`src/rtl/nic_pkg.sv`:
```
// Shared constants for the network interface controller: data width, the
// virtual-channel bit used for polarity gating, and the processor register map.
package nic_pkg;

  localparam int unsigned DATA_WIDTH = 64;
  localparam int unsigned ADDR_WIDTH = 2;
  localparam int unsigned VC_BIT     = 63;

  // Processor-side register map.
  localparam logic [1:0] NIC_IN_BUF     = 2'b00;
  localparam logic [1:0] NIC_IN_STATUS  = 2'b01;
  localparam logic [1:0] NIC_OUT_BUF    = 2'b10;
  localparam logic [1:0] NIC_OUT_STATUS = 2'b11;

endpackage : nic_pkg

```
`src/rtl/nic_channel_buffer.sv`:
```
// One-entry packet buffer with a full/empty status bit.
// load_i captures data_i and marks the entry full; clr_i marks it empty.
// The data register is left untouched by clr_i so stale contents stay readable.
module nic_channel_buffer
  import nic_pkg::*;
#(
  parameter int unsigned Width = DATA_WIDTH
) (
  input  logic             clk_i,
  input  logic             rst_ni,
  input  logic             load_i,
  input  logic             clr_i,
  input  logic [Width-1:0] data_i,
  output logic [Width-1:0] data_o,
  output logic             status_o
);

  logic [Width-1:0] data_q, data_d;
  logic             status_q, status_d;

  // Next-state: load wins over clear; callers never assert both together since
  // load requires an empty entry and clear requires a full one.
  always_comb begin
    data_d   = data_q;
    status_d = status_q;
    if (load_i) begin
      data_d   = data_i;
      status_d = 1'b1;
    end else if (clr_i) begin
      status_d = 1'b0;
    end
  end

  // Entry and status registers; reset empties the buffer and discards its data.
  always_ff @(posedge clk_i or negedge rst_ni) begin
    if (!rst_ni) begin
      data_q   <= '0;
      status_q <= 1'b0;
    end else begin
      data_q   <= data_d;
      status_q <= status_d;
    end
  end

  assign data_o   = data_q;
  assign status_o = status_q;

endmodule : nic_channel_buffer

```
`src/rtl/nic.sv`:
```
// Network interface controller: bridges the processor NIC port to one router
// port. An input and an output one-entry channel buffer are exposed to the
// processor through a 2-bit register map; the router side uses a send/ready
// handshake and the output only transmits when the packet's VC bit matches
// the router's current polarity.
module nic #(
  parameter int unsigned DATA_WIDTH = nic_pkg::DATA_WIDTH,
  parameter int unsigned ADDR_WIDTH = nic_pkg::ADDR_WIDTH,
  parameter int unsigned VC_BIT     = nic_pkg::VC_BIT
) (
  input  logic                  clk,
  input  logic                  rst,
  input  logic [ADDR_WIDTH-1:0] addr,
  input  logic [DATA_WIDTH-1:0] d_in,
  output logic [DATA_WIDTH-1:0] d_out,
  input  logic                  nicEn,
  input  logic                  nicEnWr,
  input  logic                  net_si,
  output logic                  net_ri,
  input  logic [DATA_WIDTH-1:0] net_di,
  output logic                  net_so,
  input  logic                  net_ro,
  output logic [DATA_WIDTH-1:0] net_do,
  input  logic                  net_polarity
);

  import nic_pkg::*;

  localparam logic [ADDR_WIDTH-1:0] AddrInBuf     = ADDR_WIDTH'(NIC_IN_BUF);
  localparam logic [ADDR_WIDTH-1:0] AddrInStatus  = ADDR_WIDTH'(NIC_IN_STATUS);
  localparam logic [ADDR_WIDTH-1:0] AddrOutBuf    = ADDR_WIDTH'(NIC_OUT_BUF);
  localparam logic [ADDR_WIDTH-1:0] AddrOutStatus = ADDR_WIDTH'(NIC_OUT_STATUS);

  logic                  rd_en, wr_en;
  logic                  in_load, in_clr, in_status;
  logic [DATA_WIDTH-1:0] in_buf;
  logic                  out_load, out_status;
  logic [DATA_WIDTH-1:0] out_buf;
  logic                  tx_fire;

  logic                  net_so_q, net_so_d;
  logic [DATA_WIDTH-1:0] net_do_q, net_do_d;

  assign rd_en = nicEn & ~nicEnWr;
  assign wr_en = nicEn & nicEnWr;

  // Inbound: accept only into an empty buffer; a send into a full buffer is dropped.
  assign in_load = net_si & ~in_status;
  // Reading the input buffer consumes the packet, but only if one is present.
  assign in_clr  = rd_en & (addr == AddrInBuf) & in_status;

  // Outbound: a write into a full output buffer is silently dropped.
  assign out_load = wr_en & (addr == AddrOutBuf) & ~out_status;
  // Transmit only when the packet's VC bit matches the router's current phase.
  assign tx_fire  = out_status & net_ro & (out_buf[VC_BIT] == net_polarity);

  nic_channel_buffer #(
    .Width (DATA_WIDTH)
  ) u_in_chan (
    .clk_i    (clk),
    .rst_ni   (rst),
    .load_i   (in_load),
    .clr_i    (in_clr),
    .data_i   (net_di),
    .data_o   (in_buf),
    .status_o (in_status)
  );

  nic_channel_buffer #(
    .Width (DATA_WIDTH)
  ) u_out_chan (
    .clk_i    (clk),
    .rst_ni   (rst),
    .load_i   (out_load),
    .clr_i    (tx_fire),
    .data_i   (d_in),
    .data_o   (out_buf),
    .status_o (out_status)
  );

  // Router-side outputs: net_so is a single-cycle pulse, net_do holds the last packet.
  always_comb begin
    net_so_d = tx_fire;
    net_do_d = net_do_q;
    if (tx_fire) begin
      net_do_d = out_buf;
    end
  end

  // Registered router-side outputs.
  always_ff @(posedge clk or negedge rst) begin
    if (!rst) begin
      net_so_q <= 1'b0;
      net_do_q <= '0;
    end else begin
      net_so_q <= net_so_d;
      net_do_q <= net_do_d;
    end
  end

  // Processor read mux; returns zero whenever no read is in progress.
  always_comb begin
    d_out = '0;
    if (rd_en) begin
      unique case (addr)
        AddrInBuf:     d_out = in_buf;
        AddrInStatus:  d_out = {{(DATA_WIDTH-1){1'b0}}, in_status};
        AddrOutStatus: d_out = {{(DATA_WIDTH-1){1'b0}}, out_status};
        default:       d_out = '0;
      endcase
    end
  end

  assign net_ri = ~in_status;
  assign net_so = net_so_q;
  assign net_do = net_do_q;

endmodule : nic

```
`config.mk`:
```
export PLATFORM = sky130hd
export DESIGN_NAME = nic
export DESIGN_NICKNAME = d
export VERILOG_FILES = /design/src/rtl/nic_pkg.sv /design/src/rtl/nic_channel_buffer.sv /design/src/rtl/nic.sv
export SDC_FILE = /design/constraint.sdc
export NUM_CORES = 1
export LEC_CHECK = 0
export ABC_AREA = 0
export BUFFER_PORTS_ARGS = -buffer_cell sky130_fd_sc_hd__buf_4
export CAP_MARGIN = 25
export CORE_AREA = 5 5 129 131
export DETAILED_ROUTE_END_ITERATION = 10
export DIE_AREA = 0 0 134 136
export PLACE_DENSITY = 0.84
export SLEW_MARGIN = 20
export SYNTH_ARGS = -nofsm -noshare
export SYNTH_HDL_FRONTEND = slang
export SYNTH_SLANG_ARGS = --single-unit
```
`constraint.sdc`:
```
create_clock -name clk -period 3.28 [get_ports clk]
set_clock_uncertainty 0.15 [all_clocks]
set_input_delay 0 -clock clk [delete_from_list [all_inputs] [get_ports clk]]
set_output_delay 0 -clock clk [all_outputs]
set_load 0.005 [all_outputs]
```
==> reports/qor.csv, run 1 <==
metric,value,unit
status,completed,
whs_path_depth,4,
cp.arrival,2.15,ns
layout_common_cells,"270 x buf_4, 195 x dfrtp_1, 131 x dlygate4sd3_1",
synth_top_area_share,60.5,%
synthCells,491,
cts_inserted_buffers,17,
grt_use_total,25.7,%
drive_gt1_share,55.4,%
post_cts_resized,0,
pin_count,267,
synth-compound-area-share,0.217,%
hp-class,in -> reg,
synth_cell_type_count,20,
clkLatencyLatePin,0.43,ns
antenna_found_initial,0,
maxSlewViolCount,0,
rsz0062_at_grt,false,
cpPeakStageDelay,0.40,ns
overflow,0,
synth_top_family_by_area,multiplexers,
via_count,5572,
dieArea,18200,µm²
wl,22900,µm
synthSimpleGateAreaFrac,5.69,%
die_h,136,µm
mostFrequentLayoutCell,buf_4,
cts_root_buf,clkbuf_16,
vias_per_cell,5.10,
path_cells,xnor2_1 > and3_4 > buf_12 > mux2_2,
syn_nets,628,
fin_crit_sh,60.6,%
yosys_warnings,0,
io_buffers,266,
hold_viol,0,
synth-adder-area-share,0,%
area_growth,50.1,%
drc_errors,0,
start_util,52.1,%
crit_slowest_cell,dfrtp_1,
drtIter0Drc,227,
setup_tns,0,ns
antenna_left,0,
hold_end,u_out_chan.status_o,
ys_seq_area_share,60.5,%
holdBufCountCts,131,
slew_headroom,41.8,%
fmax,0.503,GHz
p_per_area,795,nW/µm²
cts.clk_slew.worst_paths,0.07,ns
syn_area,8070,µm²
end_kind,flop,
setup_viol,0,
post_cts_buffers,0,
peakVddDrop,524,µV
nets,1024,
yosys.area.top_type,dfrtp_1,
worstRegToRegCells,4,
num_rows,46,
htreeDepth,4,
synth-xor-area-share,0.109,%
netlist_top_cells_area,"dfrtp_1 60%, mux2_4 17%, mux2_2 14%, and2_1 4.9%, buf_6 1.4%",
fin_crit,1.99,ns
cts_sinks,195,
final.setup.worst_slack,1.29,ns
r2r_slack,1.29,ns
cap_viol_max_count,0,
muxShareOfSynthArea,31.0,%
pre_cts_slack,1.30,ns
worstMarginPinSlew,0.873,ns
path_class,reg -> reg,
routedWlPerCell,21.0,µm
clockBufferDepth,2,
grt_pass1_wl,35800,µm
worstSetupStartpointType,flop,
core,15500,µm²
avgSynthCellArea,16.4,µm²
floorplan.die.width,134,µm
dr.pass1.iters,4,
grt_start_max_net_pins,97,
cp_data_required_time,3.44,ns
timing.rr.end,net_do[2],
gp_congestion,0.764,
cp_max_fo,46,
leakage,0.00595,µW
synth-seq-cells,195,
place_hpwl,13600,µm
grt_pass1_vias,6415,
min_from,net_polarity,
cts_tree,done,
timing.rr.start,u_out_chan.data_o[63],
worst max path at each step:
stage	start	end	slack, ns	depth (start not counted)
2_1_floorplan	u_out_chan.data_o[63]	net_do[15]	1.71	5
3_3_place_gp	u_out_chan.data_o[63]	net_do[63]	1.34	4
3_5_place_dp	u_out_chan.data_o[63]	net_do[0]	1.30	4
4_1_cts	u_out_chan.data_o[63]	net_do[0]	1.30	4
5_1_grt	u_out_chan.data_o[63]	net_do[2]	1.20	4
6_report	u_out_chan.data_o[63]	net_do[2]	1.29	4
synthesized netlist by cell type (all sizes together):
cell	number
nor4b	1
inv	2
dfrtp	195
mux2	192
o21ai	2
nor2b	1
and3b	1
buf	21
nor2	1
and2	63
mux2i	1
nand3	1
xnor2	1
clkbuf	6
and3	1
o21bai	1
nand4	1
logic make-up after synthesis:
| family | count (synthesis) |
|---|---|
| compound gates | 3 |
| xor+xnor | 1 |
| buf+inv | 29 |
| flops | 195 |
| mux | 193 |
| simple gates | 70 |
per-stage QoR:
| stage | area, µm² | hold WS (ns) | power [µW] | utilization, % | instances |
|---|---|---|---|---|---|
| after floorplan | 8070 | -0.446 | 5970 | - | 491 |
| after global placement | 10200 | -0.0448 | 7060 | 65.9 | 929 |
| after detailed placement | 10200 | -0.0290 | 7270 | 65.9 | 929 |
| after CTS | 12100 | 0.0432 | 9540 | 78.3 | 1092 |
| after global routing | 12100 | 0.0811 | 10100 | 78.3 | 1092 |
| final | 12100 | 0.0635 | 9640 | 78.3 | 1093 |
state kept, by name (all words and copies together), names as in the netlist:
| signal | count |
|---|---|
| u_in_chan.status_o | 1 |
| u_out_chan.status_o | 1 |
| net_do | 64 |
| u_in_chan.data_o | 64 |
| net_so | 1 |
| u_out_chan.data_o | 64 |
per-layer routing:
| layer | vias up | part of all wire, % | global-route usage [%] |
|---|---|---|---|
| met5 | - | 0 | 0 |
| met4 | 0 | 3.8 | 11.8 |
| met3 | 66 | 3.7 | 5.33 |
| met2 | 199 | 57 | 48.3 |
| met1 | 2829 | 36 | 27.6 |
| li1 | 2478 | - | - |
power breakdown:
group	total [µW]	internal, µW	leakage (µW)	switching [µW]
combinational	3150	2150	0.00331	1000
clock	2130	1150	0.000289	975
sequential	4350	3600	0.00235	753
total	9640	6910	0.00595	2730
area by class of cell:
class | count | area [µm²]
sequential | 195 | 4880
tap | 192 | 240
timing repair buffer | 404 | 3390
inverter | 2 | 7.51
multi-input combinational | 267 | 3000
clock inverter | 14 | 169
antenna | 1 | 2.50
clock buffer | 18 | 429
fill | 825 | 3360
worst max-delay path, delay by kind of cell, from the launching register on:
family        cells  cell delay, ns
flops             1            0.40
mux               1            0.38
buf+inv           1            0.35
xor+xnor          1            0.14
simple gates      1            0.40
No activity file was read; power rests on OpenSTA's default activity.
==> inputs of run 2 (changes only) <==
--- a/config.mk
+++ b/config.mk
@@ -8,10 +8,10 @@
 export ABC_AREA = 0
 export BUFFER_PORTS_ARGS = -buffer_cell sky130_fd_sc_hd__buf_4
 export CAP_MARGIN = 25
-export CORE_AREA = 5 5 129 131
+export CORE_AREA = 5 5 132 134
 export DETAILED_ROUTE_END_ITERATION = 10
-export DIE_AREA = 0 0 134 136
-export PLACE_DENSITY = 0.84
+export DIE_AREA = 0 0 137 139
+export PLACE_DENSITY = 0.81
 export SLEW_MARGIN = 20
 export SYNTH_ARGS = -nofsm -noshare
 export SYNTH_HDL_FRONTEND = slang
==> constraint.sdc (replaced) <==
create_clock -name clk -period 1.9 [get_ports clk]
set_clock_uncertainty 0.15 [all_clocks]
set_input_delay 0 -clock clk [delete_from_list [all_inputs] [get_ports clk]]
set_output_delay 0 -clock clk [all_outputs]
set_load 0.005 [all_outputs]
==> reports/qor.csv, run 2 (synthesized netlist as in run 1, its figures left out) <==
metric,value,unit,change
status,completed,,
cts_tree,done,,
cap_viol_max_count,0,,unchanged
pin_count,267,,unchanged
grt_pass1_wl,35800,µm,about the same
setup_tns,0,ns,unchanged
grt_busiest_layer,met2,,
clkLatencyLatePin,0.43,ns,about the same
post_cts_resized,0,,unchanged
postLayoutCoreUtil,75.7,%,-2.6 points
setup_viol,0,,unchanged
cts_root_buf,clkbuf_16,,
overflow,0,,unchanged
peakVddDrop,791,µV,+51%
placed_area,10300,µm²,+1.4%
fin_crit,1.85,ns,-0.139 ns
layout_common_cells,"273 x buf_4, 195 x dfrtp_1, 136 x dlygate4sd3_1",,
crit_slowest_cell,dlygate4sd3_1,,
dr.pass1.iters,4,,unchanged
worstSetupStartpointType,flop,,
drtIter0Drc,203,,-11%
routedWlPerCell,20.3,µm,-3.5%
cp_data_required_time,2.05,ns,-1.39 ns
p_per_area,1330,nW/µm²,+67%
design_area,12200,µm²,+1.0%
io_buffers,266,,unchanged
clockBufferDepth,2,,unchanged
grt_use_met1,26.5,%,-1.1 points
dieArea,19000,µm²,+4.5%
antenna_left,0,,unchanged
drive_gt1_share,55.1,%,-0.34 points
cts_inserted_buffers,17,,unchanged
num_rows,47,,+2.2%
cp_max_fo,7,,-85%
path_class,reg -> reg,,
cp.buffers_inverters,1,,unchanged
start_util,49.9,%,-2.2 points
slew_headroom,65.4,%,+24 points
total_power,16300,µW,+69%
worstMarginPinSlew,0.519,ns,-0.353 ns
floorplan.die.width,137,µm,+2.2%
grt_pass1_vias,6531,,+1.8%
crit_cells,3,,-1
worstRegToRegCells,3,,-1
gp_congestion,0.783,,+2.4%
fin_crit_sh,97.2,%,+37 points
vias_per_cell,4.97,,-2.6%
cts_sinks,195,,unchanged
grt_start_max_net_pins,66,,-32%
mostFrequentLayoutCell,buf_4,,
htreeDepth,4,,unchanged
drc_errors,0,,unchanged
cp.arrival,2.00,ns,-0.15 ns
via_count,5627,,+0.99%
antenna_found_initial,2,,+2
met3_usage,5.55,%,+0.22 points
hold_viol,0,,unchanged
core,16200,µm²,+4.5%
area_growth,51.7,%,
end_kind,flop,,
fmax,0.541,GHz,+7.5%
cp_top_family,buffers and inverters,,
grt_use_total,24.3,%,-1.3 points
cts.clk_slew.worst_paths,0.07,ns,about the same
leakage,0.00598,µW,+0.56%
whs_path_depth,4,,unchanged
cpPeakStageDelay,0.56,ns,+0.16 ns
path_cells,nor2b_4 > mux2_2 > dlygate4sd3_1,,
met2_usage,44.2,%,-4.2 points
hp-class,in -> reg,,
place_hpwl,14100,µm,+3.8%
maxSlewViolCount,0,,unchanged
die_h,139,µm,+2.2%
nets,1037,,+1.3%
wl,23000,µm,about the same
run 2: timing repair:
action / in CTS / in global routing
hold buffers: 136 / 0
hold endpoints to repair: 325 / 0
endpoints found under the setup margin: 0 / 4
buffers inserted: 0 / 2
run 2: power breakdown:
group	leakage, µW	switching (µW)	total, µW	internal, µW
clock network	0.000242	1500	3200	1700
registers	0.00235	1260	7480	6220
logic	0.00339	1760	5610	3850
run 2: tightest hold or removal path, stage by stage:
cell and delay [ns]:
buf_4 0.08, xnor2_1 0.06, and3_4 0.21, buf_12 0.19
run 2: layout make-up:
| class | instances | area [µm²] |
|---|---|---|
| Sequential cell | 195 | 4880 |
| Clock buffer | 22 | 454 |
| Multi-Input combinational cell | 267 | 3000 |
| Antenna cell | 2 | 5.00 |
| Tap cell | 220 | 275 |
| Clock inverter | 8 | 58.8 |
| Timing Repair Buffer | 417 | 3560 |
| Inverter | 2 | 7.51 |
| Fill cell | 918 | 3930 |
run 2: routing by layer:
| layer | up-vias | share of wire [%] |
|---|---|---|
| li1 | 2504 | - |
| met1 | 2864 | 36 |
| met2 | 188 | 55 |
| met3 | 71 | 5.0 |
| met4 | 0 | 4.2 |
| met5 | - | 0 |
run 2: final timing paths:
check | slack [ns] | start | end
min reg2reg | 0.35 | u_in_chan.data_o[33] | u_in_chan.data_o[33]
min | 0.07 | net_polarity | net_so
max | 0.05 | u_in_chan.status_o | u_in_chan.data_o[0]
min in group asynchronous | 0.53 | rst | u_in_chan.data_o[56]
max reg2reg | 0.05 | u_in_chan.status_o | u_in_chan.data_o[0]
max in group asynchronous | 0.34 | rst | net_do[2]
run 2: metrics by stage:
step | worst slack (ns) | cells | hold slack, ns
2_1_floorplan | 0.327 | 491 | -0.446
3_3_place_gp | 0.207 | 963 | -0.148
3_5_place_dp | 0.184 | 963 | -0.142
4_1_cts | 0.0230 | 1129 | 0.0440
5_1_grt | -0.0121 | 1133 | 0.0682
6_report | 0.0523 | 1133 | 0.0657
==> inputs of run 3 (changes only) <==
--- a/config.mk
+++ b/config.mk
@@ -8,9 +8,9 @@
 export ABC_AREA = 0
 export BUFFER_PORTS_ARGS = -buffer_cell sky130_fd_sc_hd__buf_4
 export CAP_MARGIN = 25
-export CORE_AREA = 5 5 132 134
+export CORE_AREA = 2 2 129 131
 export DETAILED_ROUTE_END_ITERATION = 10
-export DIE_AREA = 0 0 137 139
+export DIE_AREA = 0 0 131 133
 export PLACE_DENSITY = 0.81
 export SLEW_MARGIN = 20
 export SYNTH_ARGS = -nofsm -noshare
==> reports/qor.csv, run 3 (synthesized netlist as in run 1, its figures left out) <==
metric,value,unit,change
cpPeakStageDelay,0.56,ns,about the same
vias_per_cell,4.93,,-0.83%
antenna_found_initial,3,,+1
end_kind,flop,,
mostFrequentLayoutCell,buf_4,,
nets,1037,,unchanged
worstSetupStartpointType,flop,,
dr.pass1.iters,4,,unchanged
setup_tns,0,ns,unchanged
cts_root_buf,clkbuf_16,,
status,completed,,
htreeDepth,4,,unchanged
p_per_area,1330,nW/µm²,+0.18%
peakVddDrop,710,µV,-10%
cts_tree,done,,
fin_cells,1136,,+0.26%
antenna_left,0,,unchanged
core,16200,µm²,unchanged
die_h,133,µm,-4.3%
setup_viol,0,,unchanged
pin_count,267,,unchanged
fin_crit,1.83,ns,-0.0129 ns
rsz0062_at_grt,false,,
grt_pass1_wl,33200,µm,-7.2%
path_cells,nor2b_4 > mux2_2 > dlygate4sd3_1,,
dp.cells,964,,+0.10%
cts_sinks,195,,unchanged
leakage,0.00600,µW,+0.24%
path_class,reg -> reg,,
cp.arrival,1.99,ns,about the same
routedWlPerCell,19.0,µm,-6.3%
io_buffers,266,,unchanged
hp-class,in -> reg,,
drc_errors,0,,unchanged
grt_start_max_net_pins,65,,-1.5%
m1WireLength,8090,µm,-0.76%
layout_common_cells,"277 x buf_4, 195 x dfrtp_1, 133 x dlygate4sd3_1",,
met3_length,900,µm,-22%
topRoutingLayerUsed,met4,,
worstMarginPinSlew,0.547,ns,+0.0277 ns
clockBufferDepth,2,,unchanged
slew_headroom,63.5,%,-1.8 points
gp_congestion,0.812,,+3.7%
post_cts_resized,0,,unchanged
drive_gt1_share,55.9,%,+0.76 points
cp_data_required_time,2.06,ns,about the same
overflow,0,,unchanged
cp_max_fo,7,,unchanged
start_util,49.9,%,unchanged
fin_crit_sh,96.6,%,-0.68 points
wl_met2,11700,µm,-7.5%
grt_pass1_vias,6268,,-4.0%
placed_area,10300,µm²,about the same
design_area,12300,µm²,about the same
grt_use_total,25.2,%,+0.85 points
cap_viol_max_count,0,,unchanged
maxSlewViolCount,0,,unchanged
hold_viol,0,,unchanged
cts_inserted_buffers,17,,unchanged
clkLatencyLatePin,0.42,ns,about the same
drtIter0Drc,187,,-7.9%
wl,21600,µm,-6.0%
hold_slack,0.0530,ns,-0.0127 ns
fmax,0.545,GHz,+0.70%
place_hpwl,13300,µm,-6.1%
crit_slowest_cell,dlygate4sd3_1,,
area_growth,51.8,%,about the same
dieArea,17400,µm²,-8.5%
num_rows,47,,unchanged
via_count,5595,,-0.57%
cts.clk_slew.worst_paths,0.07,ns,about the same
floorplan.die.width,131,µm,-4.4%
-- run 3: changes by cell type in the layout (fill, tap and decap cells not counted) --
cell,change
buf_12,-1
dlygate4sd3_1,-3
diode_2,+1
clkinv_4,-3
clkinv_2,+1
clkbuf_1,-3
clkinvlp_4,+2
inv_8,+1
inv_6,+4
buf_4,+4
-- run 3: worst paths after layout --
check                                     start              endpoint  slack (ns)  depth (start not counted)
min in group asynchronous                   rst  u_in_chan.data_o[50]        0.52                          3
hold reg to reg            u_in_chan.data_o[13]  u_in_chan.data_o[13]        0.35                          1
max in group asynchronous                   rst  u_in_chan.data_o[13]        0.43                          4
hold / removal                     net_polarity            net_do[21]        0.05                          4
setup / recovery             u_in_chan.status_o  u_in_chan.data_o[59]        0.07                          3
setup reg to reg             u_in_chan.status_o  u_in_chan.data_o[59]        0.07                          3
-- run 3: critical path: cells and delay by family (launching register included) --
family                 cells  cell delay (ns)
muxes                      1             0.36
buffers and inverters      1             0.56
DFF                        1             0.43
and+or+nand+nor            1             0.23
-- run 3: power breakdown --
group	internal (µW)	switching, µW	total [µW]
registers	6220	1250	7470
logic	3800	1710	5510
clock network	1730	1620	3350
total	11800	4580	16300
-- run 3: layer usage --
layer	global-route usage [%]	vias to the layer above
met5	0	-
li1	-	2506
met4	12.1	0
met2	45.0	183
met3	5.10	60
met1	28.4	2846
-- run 3: per-stage QoR --
step | utilization [%] | setup slack (ns) | total power (µW)
5_1_grt | 75.8 | 0.0113 | 17200
4_1_cts | 75.6 | 0.0136 | 16300
6_report | 75.8 | 0.0652 | 16300
2_1_floorplan | - | 0.327 | 10300
3_5_place_dp | 64.0 | 0.144 | 12600
3_3_place_gp | 64.0 | 0.164 | 12200
-- run 3: repair_timing --
item	4_1_cts	5_1_grt
hold endpoints to repair	329	0
hold buffers	133	0
setup endpoints to repair	0	1
buffers inserted	0	4
-- run 3: area by class of cell --
class / count / area [µm²]
well taps: 220 / 275
clock buffers: 19 / 443
multi-input cells: 267 / 3000
fillers: 941 / 3920
flip-flops and latches: 195 / 4880
repair buffers: 417 / 3540
clock inverters: 13 / 98.8
inverters: 2 / 7.51
diodes: 3 / 7.51
